<file path="config.mk">
export PLATFORM = sky130hd
export DESIGN_NAME = riu_decode_stage_flat
export DESIGN_NICKNAME = d
export VERILOG_FILES = /design/src/rtl/riu_pkg.sv /design/src/rtl/riu_decode_stage_if.sv /design/src/rtl/riu_ctrl_decode.sv /design/src/rtl/riu_decode_stage.sv /design/src/flat_wrapper.sv
export SDC_FILE = /design/constraint.sdc
export NUM_CORES = 1
export LEC_CHECK = 0
export CAP_MARGIN = 10
export CORE_MARGIN = 5
export CORE_UTILIZATION = 50
export CTS_CLUSTER_DIAMETER = 200
export DETAILED_ROUTE_END_ITERATION = 8
export HOLD_SLACK_MARGIN = 0.03
export PLACE_DENSITY = 0.77
export SYNTH_ARGS = -nofsm -noshare
export SYNTH_HDL_FRONTEND = slang
export SYNTH_SLANG_ARGS = --single-unit
</file>
<file path="constraint.sdc">
create_clock -name clk -period 3.69 [get_ports clk]
set_input_delay 0.5535 -clock clk [delete_from_list [all_inputs] [get_ports clk]]
set_output_delay 0.5535 -clock clk [all_outputs]
set_load 0.02 [all_outputs]
</file>
<file path="src/rtl/riu_pkg.sv">
// Shared decode types: opcodes, immediate-select encoding, control bundle, buffer states.
// Latency: n/a (types only).
// Backpressure: n/a.
package riu_pkg;

    localparam logic [6:0] OPC_OP_IMM = 7'b0010011;
    localparam logic [6:0] OPC_LOAD   = 7'b0000011;
    localparam logic [6:0] OPC_STORE  = 7'b0100011;
    localparam logic [6:0] OPC_OP     = 7'b0110011;

    typedef enum logic [1:0] {
        IMM_I    = 2'b00,
        IMM_S    = 2'b01,
        IMM_NONE = 2'b10
    } imm_src_t;

    typedef struct packed {
        imm_src_t imm_src;
        logic     reg_write;
        logic     mem_write;
        logic     alu_src;
        logic     illegal;
    } ctrl_t;

    typedef struct packed {
        logic [31:0] instr;
        ctrl_t       ctrl;
    } entry_t;

    typedef enum logic [1:0] {
        BUF_EMPTY = 2'b00,
        BUF_ONE   = 2'b01,
        BUF_TWO   = 2'b10
    } buf_state_t;

endpackage

</file>
<file path="src/rtl/riu_decode_stage_if.sv">
// Fetch-side and execute-side handshake bundle of the decode stage.
// Latency: n/a (wiring only).
// Backpressure: in_ready / out_ready valid-ready pairs.
interface riu_decode_stage_if;
    import riu_pkg::*;

    logic        in_valid;
    logic        in_ready;
    logic [31:0] in_instr;

    logic        out_valid;
    logic        out_ready;
    logic [31:0] out_instr;
    imm_src_t    out_imm_src;
    logic [4:0]  out_rd;
    logic [4:0]  out_rs1;
    logic [4:0]  out_rs2;
    logic        out_reg_write;
    logic        out_mem_write;
    logic        out_alu_src;
    logic        out_illegal;

    modport slave (
        input  in_valid, in_instr, out_ready,
        output in_ready, out_valid, out_instr, out_imm_src, out_rd, out_rs1, out_rs2,
               out_reg_write, out_mem_write, out_alu_src, out_illegal
    );

    modport master (
        output in_valid, in_instr, out_ready,
        input  in_ready, out_valid, out_instr, out_imm_src, out_rd, out_rs1, out_rs2,
               out_reg_write, out_mem_write, out_alu_src, out_illegal
    );

endinterface

</file>
<file path="src/rtl/riu_ctrl_decode.sv">
// Opcode to control-bundle decoder, shared with later pipeline stages.
// Latency: combinational.
// Backpressure: none.
module riu_ctrl_decode
    import riu_pkg::*;
(
    input  logic [6:0] opcode,
    output ctrl_t      ctrl
);

    always_comb begin
        // Unknown opcodes still flow downstream, flagged illegal with no side effects.
        ctrl = '{imm_src: IMM_NONE, reg_write: 1'b0, mem_write: 1'b0, alu_src: 1'b0, illegal: 1'b1};
        case (opcode)
            OPC_OP_IMM,
            OPC_LOAD:  ctrl = '{imm_src: IMM_I,    reg_write: 1'b1, mem_write: 1'b0, alu_src: 1'b1, illegal: 1'b0};
            OPC_STORE: ctrl = '{imm_src: IMM_S,    reg_write: 1'b0, mem_write: 1'b1, alu_src: 1'b1, illegal: 1'b0};
            OPC_OP:    ctrl = '{imm_src: IMM_NONE, reg_write: 1'b1, mem_write: 1'b0, alu_src: 1'b0, illegal: 1'b0};
            default: ;
        endcase
    end

endmodule

</file>
<file path="src/rtl/riu_decode_stage.sv">
// Decode stage: registers {instr, ctrl} ahead of the immediate extender, counts retired bundles.
// Latency: 1 cycle from input accept to out_valid; 1 instr/cycle sustained.
// Backpressure: 2-entry skid (main + skid); in_ready is a flop, low only when both entries are full.
module riu_decode_stage
    import riu_pkg::*;
#(
    parameter int CNT_W = 32
) (
    input  logic               clk,
    input  logic               rst_n,
    riu_decode_stage_if.slave  io,
    output logic [CNT_W-1:0]   retired_cnt
);

    ctrl_t      in_ctrl;
    entry_t     in_entry;
    entry_t     main_q;
    entry_t     skid_q;
    buf_state_t state_q;
    buf_state_t state_nxt;
    logic       in_ready_q;
    logic       out_valid_q;
    logic       in_fire;
    logic       out_fire;
    logic       load_main;
    logic       load_skid;
    logic       main_from_skid;

    riu_ctrl_decode u_ctrl_decode (
        .opcode (io.in_instr[6:0]),
        .ctrl   (in_ctrl)
    );

    assign in_entry = {io.in_instr, in_ctrl};
    assign in_fire  = io.in_valid & in_ready_q;
    assign out_fire = out_valid_q & io.out_ready;

    always_comb begin
        state_nxt      = state_q;
        load_main      = 1'b0;
        load_skid      = 1'b0;
        main_from_skid = 1'b0;
        case (state_q)
            BUF_EMPTY: begin
                if (in_fire) begin
                    state_nxt = BUF_ONE;
                    load_main = 1'b1;
                end
            end
            BUF_ONE: begin
                if (in_fire && out_fire) begin
                    load_main = 1'b1;
                end else if (in_fire) begin
                    state_nxt = BUF_TWO;
                    load_skid = 1'b1;
                end else if (out_fire) begin
                    state_nxt = BUF_EMPTY;
                end
            end
            BUF_TWO: begin
                // in_ready is low here, so only the drain path can occur.
                if (out_fire) begin
                    state_nxt      = BUF_ONE;
                    main_from_skid = 1'b1;
                end
            end
            default: state_nxt = BUF_EMPTY;
        endcase
    end

    always_ff @(posedge clk or negedge rst_n) begin
        if (!rst_n) begin
            state_q     <= BUF_EMPTY;
            in_ready_q  <= 1'b0;
            out_valid_q <= 1'b0;
            main_q      <= '0;
            skid_q      <= '0;
            retired_cnt <= '0;
        end else begin
            state_q     <= state_nxt;
            // Ready/valid derived from next state so both stay pure flop outputs.
            in_ready_q  <= (state_nxt != BUF_TWO);
            out_valid_q <= (state_nxt != BUF_EMPTY);
            if (load_main) begin
                main_q <= in_entry;
            end else if (main_from_skid) begin
                main_q <= skid_q;
            end
            if (load_skid) begin
                skid_q <= in_entry;
            end
            if (out_fire) begin
                retired_cnt <= retired_cnt + CNT_W'(1);
            end
        end
    end

    assign io.in_ready      = in_ready_q;
    assign io.out_valid     = out_valid_q;
    assign io.out_instr     = main_q.instr;
    assign io.out_imm_src   = main_q.ctrl.imm_src;
    assign io.out_rd        = main_q.instr[11:7];
    assign io.out_rs1       = main_q.instr[19:15];
    assign io.out_rs2       = main_q.instr[24:20];
    assign io.out_reg_write = main_q.ctrl.reg_write;
    assign io.out_mem_write = main_q.ctrl.mem_write;
    assign io.out_alu_src   = main_q.ctrl.alu_src;
    assign io.out_illegal   = main_q.ctrl.illegal;

endmodule
</file>
<file path="src/flat_wrapper.sv">
// flat-port wrapper written by rule: the top's interface ports become plain ports
module riu_decode_stage_flat import riu_pkg::*;
#(
    parameter int CNT_W = 32
)
  (clk, rst_n, retired_cnt, io_in_valid, io_in_instr, io_out_ready, io_in_ready, io_out_valid, io_out_instr, io_out_imm_src, io_out_rd, io_out_rs1, io_out_rs2, io_out_reg_write, io_out_mem_write, io_out_alu_src, io_out_illegal);
  riu_decode_stage_if io_i ();
  input  logic clk;
  input  logic rst_n;
  output logic [CNT_W-1:0] retired_cnt;
  input wire logic [$bits(io_i.in_valid)-1:0] io_in_valid;
  input wire logic [$bits(io_i.in_instr)-1:0] io_in_instr;
  input wire logic [$bits(io_i.out_ready)-1:0] io_out_ready;
  output wire logic [$bits(io_i.in_ready)-1:0] io_in_ready;
  output wire logic [$bits(io_i.out_valid)-1:0] io_out_valid;
  output wire logic [$bits(io_i.out_instr)-1:0] io_out_instr;
  output wire logic [$bits(io_i.out_imm_src)-1:0] io_out_imm_src;
  output wire logic [$bits(io_i.out_rd)-1:0] io_out_rd;
  output wire logic [$bits(io_i.out_rs1)-1:0] io_out_rs1;
  output wire logic [$bits(io_i.out_rs2)-1:0] io_out_rs2;
  output wire logic [$bits(io_i.out_reg_write)-1:0] io_out_reg_write;
  output wire logic [$bits(io_i.out_mem_write)-1:0] io_out_mem_write;
  output wire logic [$bits(io_i.out_alu_src)-1:0] io_out_alu_src;
  output wire logic [$bits(io_i.out_illegal)-1:0] io_out_illegal;
  assign io_i.in_valid = io_in_valid;
  assign io_i.in_instr = io_in_instr;
  assign io_i.out_ready = io_out_ready;
  assign io_in_ready = io_i.in_ready;
  assign io_out_valid = io_i.out_valid;
  assign io_out_instr = io_i.out_instr;
  assign io_out_imm_src = io_i.out_imm_src;
  assign io_out_rd = io_i.out_rd;
  assign io_out_rs1 = io_i.out_rs1;
  assign io_out_rs2 = io_i.out_rs2;
  assign io_out_reg_write = io_i.out_reg_write;
  assign io_out_mem_write = io_i.out_mem_write;
  assign io_out_alu_src = io_i.out_alu_src;
  assign io_out_illegal = io_i.out_illegal;
  riu_decode_stage #(.CNT_W(CNT_W)) u_core (.clk(clk), .rst_n(rst_n), .io(io_i), .retired_cnt(retired_cnt));
endmodule
</file>
==> reports/results.ini <==
[clock_tree]
h-tree-depth = 3
root_buffer = clkbuf_8
numCtsBuffers = 9
ctsLongestPathBuffers = 2
cts_resized = 0
clk_latency_ns = 0.36
clkSinkCount = 110
hold_buffers = 0
cts_tree = built
post-cts-setup-buffer-count = 0
path_clk_slew_ns = 0.10

[setup_path]
reg2reg_slack_ns = 1.50
cp.arrival_ns = 2.69
reg2reg_depth = 3
required_ns = 3.94
critPathMaxFanout = 41
crit_path_start_kind = input pin
setup.worst_path.end_class = register
critPathKind = input pin to register

[final_layout]
layout-drive-gt1-share_pct = 14.3
final_common_cell = clkdlybuf4s50_1
final_cell_mix = clkdlybuf4s50_1 (121), dfrtp_1 (110), inv_1 (36)
nFillCells = 786
final_area_sq_mm = 0.00626
nets = 557
diodes = 0
stdcell_count = 658
area_delta_synth_final_pct = 28.2

[drt]
vias = 3460
drcViolationCount = 0
ant_nets = 0
wl_met3_microns = 495
route.layer.met1.wl_microns = 4630
firstDrtPassIters = 4
vias_per_cell = 5.26
highest_layer = met4
wl_met2_microns = 5350
routedWlPerCell_microns = 16.2
routed_wl_microns = 10600
first_iter_violations = 139

[min_path]
min_path_type = input pin to async pin

[sta]
worst_pin_slew_ns = 0.978
finalWorstSetupSlack_ns = 1.24
fin_setup_tns_ns = 0
hold_violations = 0
maxSlewViolCount = 0
clock_skew_ns = 0.0149
slew_headroom_pct = 34.7
max_freq_ghz = 0.408
period_share_pct = 66.3
rsz0062_at_grt = false
period_needed_ns = 2.45
setup_violations = 0

[logic_synthesis]
synth_top_cell_by_area = dfrtp_1
yosys_warnings = 0
synth_nets = 451
synthTopCellsByArea = dfrtp_1 (56%), mux2_2 (7.4%), a22oi_1 (4.9%), xnor2_1 (3.8%), inv_1 (2.8%)
synthCells = 414
yosysSeqAreaShare_pct = 56.4
synth-seq-cells = 110
synth_top_area_share_pct = 56.4
synth_area_sq_mm = 0.00488
avgSynthCellArea_sq_um = 11.8
synth_cell_types = 41

[place]
dp_slack_ns = 0.857
gp_congestion = 0.810
portBuffers = 122
hpwl_microns = 7690
dp.cells = 642
post_dp_cell_area_sq_mm = 0.00608

[floorplanning]
die_w_microns = 109
coreArea_sq_mm = 0.00964
die_h_microns = 109
io_pins = 123
rows = 36
die-area_sq_mm = 0.0118
initial_utilization_pct = 50.6

[pwr]
p_leak_nw = 2.75
power_density_mw_per_mm2 = 732
irDropWorstVdd_mv = 0.444

[flow_run]
maxCapViolCount = 0

[global_route]
antenna_found_initial = 0
grt_overflow_total = 0
grt_max_degree = 63
grt_pass1_wl_microns = 17100
grt_pass1_vias = 3410
grtUsageTotal_pct = 18.3

[run_status]
outcome = completed

-- area by class of cell --
cell class              count  area, sq um  area share, %
flip-flops and latches    110         2750           44.0
well taps                 133          166           2.66
multi-input cells         236         1770           28.3
clock inverters             7         55.1          0.879
clock buffers               9          124           1.98
repair buffers            127         1260           20.1
inverters                  36          135           2.16
-- critical path, cell delays in order --
cell             delay, ns
clkdlybuf4s50_1       0.52
and3b_1               0.25
nand3_2               0.77
mux2_2                0.58
-- where the power goes --
part | total (mW) | internal, mW | leakage (nW) | switching [mW]
clock | 0.672 | 0.254 | 0.0870 | 0.417
combinational | 1.99 | 0.978 | 1.29 | 1.01
sequential | 1.92 | 1.64 | 1.38 | 0.288
-- kinds of logic (layout without fill, tap and decap cells) --
| logic type | count (synthesis) | in the layout | share of synthesized area (%) |
|---|---|---|---|
| and+or+nand+nor | 88 | 88 | 10.8 |
| muxes | 34 | 34 | 7.79 |
| buffers and inverters | 68 | 179 | 7.43 |
| xor gates and xnor gates | 31 | 31 | 5.56 |
| DFF | 110 | 110 | 56.4 |
| AOI/OAI and AO/OA | 82 | 82 | 11.7 |
| adders and majority gates | 1 | 1 | 0.256 |
-- per-stage QoR --
step	power (mW)	hold slack, ns	utilization [%]
global placement	3.88	0.457	63.1
global route	4.85	0.335	65.0
floorplan	3.20	0.258	-
CTS	4.62	0.295	65.0
finish	4.58	0.266	65.0
detailed placement	3.95	0.455	63.1
-- synth_stat cells (all sizes together) --
master  count
clkbuf      3
a22oi      32
o221a       2
a21bo       2
inv        36
mux2       32
xnor2      21
a31oi       1
nand3      16
and2        5
o221ai      2
buf        29
a21o        2
and4        3
mux2i       2
a21oi       3
o21ai      37
or2         3
nor2        3
dfrtp     110
ha          1
nor3        3
and3        6
nor2b       1
o22ai       1
and3b       3
nor4       10
nand2b      3
nand2      23
xor2       10
nand4       9
-- path summary, 6_finish.rpt --
path,from,end
worst max-delay path,io_in_valid,u_core.skid_q[31]$_DFFE_PN0P_
worst min-delay path,rst_n,u_core.retired_cnt[3]$_DFFE_PN0P_
worst max register to register,u_core.state_q[1]$_DFF_PN0_,u_core.skid_q[31]$_DFFE_PN0P_
worst min register to register,u_core.retired_cnt[31]$_DFFE_PN0P_,u_core.retired_cnt[31]$_DFFE_PN0P_
max in group asynchronous,rst_n,u_core.retired_cnt[1]$_DFFE_PN0P_
min in group clk,u_core.retired_cnt[31]$_DFFE_PN0P_,u_core.retired_cnt[31]$_DFFE_PN0P_
-- registers in the layout, summed over array words and instances, names as in the netlist --
name and flops:
u_core.io.out_valid 1, u_core.state_q 2, u_core.io.out_imm_src 2, u_core.io.in_ready 1
u_core.io.out_reg_write 1, u_core.io.out_instr 32, u_core.io.out_illegal 1, u_core.skid_q 37
u_core.io.out_alu_src 1, u_core.retired_cnt 32
-- routing by layer --
layer | track usage, % | up-vias
met3 | 2.43 | 12
met1 | 25.3 | 1712
met4 | 5.86 | 0
met5 | 0 | -
li1 | - | 1650
met2 | 30.1 | 86
Note: power is estimated with default switching activity, not from simulation.
